$ cat config.mk
export PLATFORM = sky130hd
export DESIGN_NAME = railway_track_detector
export DESIGN_NICKNAME = d
export VERILOG_FILES = /design/src/rtl/railway_pkg.sv /design/src/rtl/sensor_debounce.sv /design/src/rtl/railway_track_detector.sv
export SDC_FILE = /design/constraint.sdc
export NUM_CORES = 1
export LEC_CHECK = 0
export ABC_AREA = 0
export CORE_MARGIN = 2
export CORE_UTILIZATION = 35
export CTS_BUF_LIST = sky130_fd_sc_hd__clkbuf_8
export DETAILED_ROUTE_END_ITERATION = 10
export GPL_ROUTABILITY_DRIVEN = 0
export PLACE_DENSITY = 0.6
export SYNTH_ARGS = -nofsm -noshare
export SYNTH_HDL_FRONTEND = slang
export SYNTH_SLANG_ARGS = --single-unit
$ cat constraint.sdc
create_clock -name clk -period 2.7 [get_ports clk]
set_input_delay 0.675 -clock clk [delete_from_list [all_inputs] [get_ports clk]]
set_output_delay 0.675 -clock clk [all_outputs]
set_load 0.01 [all_outputs]
$ cat src/rtl/railway_pkg.sv
// Shared definitions for the level-crossing slice: detector state encodings,
// crossing light codes and gate codes.
package railway_pkg;

    typedef enum logic [1:0] {
        IDLE     = 2'd0,
        OCCUPIED = 2'd1,
        CLEARING = 2'd2,
        FAULT    = 2'd3
    } det_state_t;

    localparam logic [2:0] RED    = 3'b100;
    localparam logic [2:0] YELLOW = 3'b010;
    localparam logic [2:0] GREEN  = 3'b001;

    localparam logic [1:0] OPEN   = 2'd0;
    localparam logic [1:0] CLOSED = 2'd3;

endpackage

$ cat src/rtl/sensor_debounce.sv
// Conditions one raw axle sensor: two-flop synchronizer, debounce filter and a
// registered one-cycle pulse on each filtered 0->1 transition.
module sensor_debounce #(
    parameter int DEBOUNCE_CYCLES = 4
) (
    input  logic clk,
    input  logic reset,
    input  logic sensor,
    output logic rise
);

    localparam int CW = (DEBOUNCE_CYCLES > 1) ? $clog2(DEBOUNCE_CYCLES) : 1;

    logic          sync_q1;
    logic          sync_q2;
    logic [1:0]    fill;
    logic [CW-1:0] cnt;
    logic          level;
    logic          level_d;
    logic          armed;

    // A wheel already on the sensor at reset release must not count: pulses are
    // only emitted once the synchronized sensor has been seen low.
    always_ff @(posedge clk or negedge reset) begin
        if (!reset) begin
            sync_q1 <= 1'b0;
            sync_q2 <= 1'b0;
            fill    <= '0;
            cnt     <= '0;
            level   <= 1'b0;
            level_d <= 1'b0;
            armed   <= 1'b0;
            rise    <= 1'b0;
        end else begin
            // NOTE: non-blocking assignments make sync_q2 take the old sync_q1,
            // giving two real flop stages instead of one collapsed wire.
            sync_q1 <= sensor;
            sync_q2 <= sync_q1;
            fill    <= {fill[0], 1'b1};
            if (fill[1] && !sync_q2)
                armed <= 1'b1;

            if (sync_q2 == level) begin
                cnt <= '0;
            end else if (cnt == CW'(DEBOUNCE_CYCLES - 1)) begin
                level <= sync_q2;
                cnt   <= '0;
            end else begin
                cnt <= cnt + 1'b1;
            end

            level_d <= level;
            rise    <= armed && level && !level_d;
        end
    end

endmodule

$ cat src/rtl/railway_track_detector.sv
// Axle-counting occupancy detector: counts axles between entry and exit sensors
// and drives the crossing controller's rail_detect level with a fail-safe fault.
module railway_track_detector
    import railway_pkg::*;
#(
    parameter int DEBOUNCE_CYCLES = 4,
    parameter int CNT_W           = 8,
    parameter int HOLD_CYCLES     = 16,
    parameter int TIMEOUT_CYCLES  = 1024
) (
    input  logic             clk,
    input  logic             reset,
    input  logic             entry_sensor,
    input  logic             exit_sensor,
    output logic             rail_detect,
    output logic             occupied,
    output logic [CNT_W-1:0] axle_count,
    output logic             fault,
    output det_state_t       state
);

    localparam int HW = $clog2(HOLD_CYCLES + 1);
    localparam int TW = $clog2(TIMEOUT_CYCLES + 1);
    localparam logic [CNT_W-1:0] CNT_MAX = '1;

    logic          entry_ev;
    logic          exit_ev;
    logic [HW-1:0] hold_cnt;
    logic [TW-1:0] tmo_cnt;

    sensor_debounce #(.DEBOUNCE_CYCLES(DEBOUNCE_CYCLES)) u_entry (
        .clk    (clk),
        .reset  (reset),
        .sensor (entry_sensor),
        .rise   (entry_ev)
    );

    sensor_debounce #(.DEBOUNCE_CYCLES(DEBOUNCE_CYCLES)) u_exit (
        .clk    (clk),
        .reset  (reset),
        .sensor (exit_sensor),
        .rise   (exit_ev)
    );

    always_ff @(posedge clk or negedge reset) begin
        if (!reset) begin
            state       <= IDLE;
            axle_count  <= '0;
            hold_cnt    <= '0;
            tmo_cnt     <= '0;
            rail_detect <= 1'b0;
            occupied    <= 1'b0;
            fault       <= 1'b0;
        end else begin
            case (state)
                IDLE: begin
                    if (exit_ev) begin
                        state       <= FAULT;
                        rail_detect <= 1'b1;
                        fault       <= 1'b1;
                    end else if (entry_ev) begin
                        state       <= OCCUPIED;
                        axle_count  <= CNT_W'(1);
                        tmo_cnt     <= '0;
                        rail_detect <= 1'b1;
                        occupied    <= 1'b1;
                    end
                end

                OCCUPIED: begin
                    if (entry_ev && !exit_ev) begin
                        axle_count <= axle_count + 1'b1;
                        tmo_cnt    <= '0;
                        // Reaching the all-ones count means the counter can no longer be trusted.
                        if (axle_count == CNT_MAX - 1'b1) begin
                            state <= FAULT;
                            fault <= 1'b1;
                        end
                    end else if (exit_ev && !entry_ev) begin
                        axle_count <= axle_count - 1'b1;
                        tmo_cnt    <= '0;
                        if (axle_count == CNT_W'(1)) begin
                            state    <= CLEARING;
                            hold_cnt <= HW'(HOLD_CYCLES);
                            occupied <= 1'b0;
                        end
                    end else if (entry_ev) begin
                        tmo_cnt <= '0;
                    end else if (tmo_cnt == TW'(TIMEOUT_CYCLES - 1)) begin
                        state <= FAULT;
                        fault <= 1'b1;
                    end else begin
                        tmo_cnt <= tmo_cnt + 1'b1;
                    end
                end

                CLEARING: begin
                    if (exit_ev) begin
                        state <= FAULT;
                        fault <= 1'b1;
                    end else if (entry_ev) begin
                        state      <= OCCUPIED;
                        axle_count <= CNT_W'(1);
                        occupied   <= 1'b1;
                        hold_cnt   <= '0;
                        tmo_cnt    <= '0;
                    end else if (hold_cnt <= HW'(1)) begin
                        state       <= IDLE;
                        hold_cnt    <= '0;
                        rail_detect <= 1'b0;
                    end else begin
                        hold_cnt <= hold_cnt - 1'b1;
                    end
                end

                FAULT: begin
                end
            endcase
        end
    end

endmodule
==> metrics <==
status=finished clean; DRC Markers=0; Critical Path Max Stage Delay=0.48 ns; die height=90.7 um; Fmax achieved=431 MHz; Clock Path Buffers=2; FFs w/ async S/R, synth=1.00; Inst Count DP=370; Final period util=0.859; final non-filler cell area=3020 um2; CP Capture Type=register; htree depth=2; wire per inst=13.4 um; synth unique cells=57; Setup crit end=tmo_cnt[5]; initial antenna violation count=0; CP Class=register to register; cell area after synthesis=2630 um2; final max-slew violation count=0; routed vias/inst=5.11; ANT nets after route=0; Levels on crit path=7; post-route minimum period=about 2.3 ns; hpwl dp=3600 um; I/O Buffers=16; Mapped Cells=254; CTS tree=built; sequential share of the synthesized area=0.447; setup TNS=0 ns; Placeable Area=a little over 7000 um2; initial drt markers=100; CP Launch Type=register; kind of cell adding the most delay to the critical path=simple AND/OR/NAND/NOR gates; gr usage total=0.133; Worst slew margin=0.599; Post-synth EDFFs=0; CP startpoint=state[0]; final global-route overflow total=0; LEAKAGE=between 1 and 1.5 nW; CTS buffer count=5; Crit Path Max Fanout=10; HP Class=register to register; largest net degree at the start of global routing=48; # fillers=738; crit-path cells=inv_1 -> ha_1 -> or2_4 -> or4_1 -> or2_1 -> buf_4 -> o41ai_4; power density cells=1100 nW/um2; drt first pass iters=4; WP buf/inv=2; final non-filler cell total=378; # rows=31; Max Cap Violations=0; global-route wire length before repair=~9000 um; Least-Margin Pin Slew=0.601 ns; crit path DAT=between 2 and 3 ns; CP Data Required Time=2.90 ns; Post-layout nets=299; Top FF cell, synth=dfrtp_1; worst-case hold slack=around 0.36 ns; Final Hold Vio Count=0; DIE AREA=8220 um2; worst skew pair latency=0.31 ns; Syn. warnings=0; clk_skew=0.0154 ns; Overall Power=3.31 mW; clk sink count=47; Clk pin slew, worst setup/hold paths=0.10 ns; register-to-register setup slack=roughly 0.38 ns; # diodes=0; Crit-path slowest cell=dfrtp_1; Syn Nets=275; vias in the first global route=1850; RSZ-0062 raised after global routing=false; final setup fails=0; share of cells above drive strength 1=0.147; # resized after CTS=0; root buf cell=clkbuf_8; die width=between 90 and 100 um; VDD IR max=305 uV; initial core utilization=0.362; worst r2r src=state[0]; reg2reg end=tmo_cnt[5]; Layout area overhead=14.9%; Post-CTS Hold Buffers=0; Cell Area, Placed=2930 um2; vias post-DR=1931; WL final=5050 um; syn avg cell area=between 10 and 15 um2; FF+latch count, synth=47; FF-to-FF path depth=7; Post-CTS Setup Bufs=0; IO Pins=17
==> registers in the layout, indices dropped and copies added, names as in the netlist, 2 cells and up <==
signal / flops
axle_count: 8
hold_cnt: 5
state: 2
tmo_cnt: 11
u_entry.cnt: 2
u_exit.cnt: 2
==> synthesized netlist by cell type (all sizes together) (2+ instances only) <==
cell type	n	area share
or4	2	0.0057
nand4	5	0.014
a211o	2	0.0067
nor2	18	0.026
dfrtp	47	0.45
o221ai	2	0.0067
nand3	8	0.015
nor2b	5	0.012
buf	5	0.013
a21oi	11	0.025
nor3	8	0.019
nor3b	2	0.0057
clkbuf	3	0.0043
xnor2	6	0.020
or3	4	0.0095
a31o	2	0.0067
o21ai	16	0.030
o31ai	10	0.042
and2	2	0.0048
a22oi	2	0.0057
o41ai	2	0.017
ha	17	0.081
inv	17	0.024
a211oi	2	0.0095
xor2	2	0.0067
a21o	4	0.011
or2	3	0.0081
mux2i	2	0.0076
and4	2	0.0067
a31oi	5	0.012
mux2	5	0.021
nand2	17	0.024
nand2b	4	0.0095
==> per-stage QoR <==
| step | utilization | setup slack [ns] |
|---|---|---|
| 5_1_grt | 0.416 | 0.195 |
| 2_1_floorplan | - | 0.593 |
| 4_1_cts | 0.416 | 0.380 |
| 3_3_place_gp | 0.404 | 0.485 |
| 3_5_place_dp | 0.404 | 0.429 |
| 6_report | 0.416 | 0.379 |
==> layout make-up <==
type | instances | area, um2 | area share
clock buffers | 5 | 68.8 | 0.0228
clock inverters | 3 | 20.0 | 0.00663
inverters | 17 | 63.8 | 0.0211
multi-input cells | 182 | 1340 | 0.445
flip-flops and latches | 47 | 1180 | 0.390
well taps | 99 | 124 | 0.0410
repair buffers | 25 | 223 | 0.0738
==> kinds of logic (layout without fill, tap and decap cells) <==
group,after synthesis,after routing,share of synthesized area
multiplexers,7,7,0.0290
flip-flops,47,47,0.447
other,1,1,0.00143
XOR/XNOR,8,8,0.0267
AND/OR/NAND/NOR,83,83,0.174
adder cells (fa/ha/maj),17,17,0.0809
buffers and inverters,25,50,0.0414
AO/OA/AOI/OAI,66,66,0.199
==> worst min path at each step <==
stage / start / to / slack (ns) / depth (start not counted)
floorplan: u_exit.fill[0] / u_entry.fill[1] / 0.33 / 0
global placement: u_exit.fill[0] / u_entry.fill[1] / 0.33 / 0
detailed placement: u_exit.fill[0] / u_entry.fill[1] / 0.34 / 0
CTS: u_exit.fill[0] / u_entry.fill[1] / 0.36 / 0
global route: u_exit.fill[0] / u_entry.fill[1] / 0.36 / 0
finish: u_exit.sync_q1 / u_exit.sync_q2 / 0.36 / 0
==> report_power, final <==
group	switching (mW)	total (mW)	internal, mW
Combinational	0.967	1.76	0.788
Clock	0.248	0.430	0.183
Sequential	0.232	1.13	0.897
Total	1.45	3.31	1.87
==> cell usage in the layout, fill, tap and decap left out, types with 3 or more instances in the layout <==
cell type,netlist,routed
a21o_1,4,4
a21oi_1,10,10
a31oi_1,5,5
buf_4,1,9
clkbuf_8,0,5
clkdlybuf4s50_1,0,15
dfrtp_1,47,47
ha_1,17,17
inv_1,17,18
mux2_2,3,3
nand2_1,17,17
nand2b_1,4,4
nand3_1,8,8
nand4_1,4,4
nor2_1,18,18
nor2b_1,5,5
nor3_1,6,6
o21ai_0,13,13
o21ai_1,3,3
o31ai_1,3,3
o31ai_2,7,7
or3_1,4,4
xnor2_1,6,6
==> routing by layer <==
layer	share of wire	global-route usage	wire length [um]
met5	0	0	0
met4	0.010	0.0308	53
met3	0.023	0.0334	115
met1	0.52	0.192	2620
met2	0.45	0.200	2260
Power figures use the tool's default switching activity.
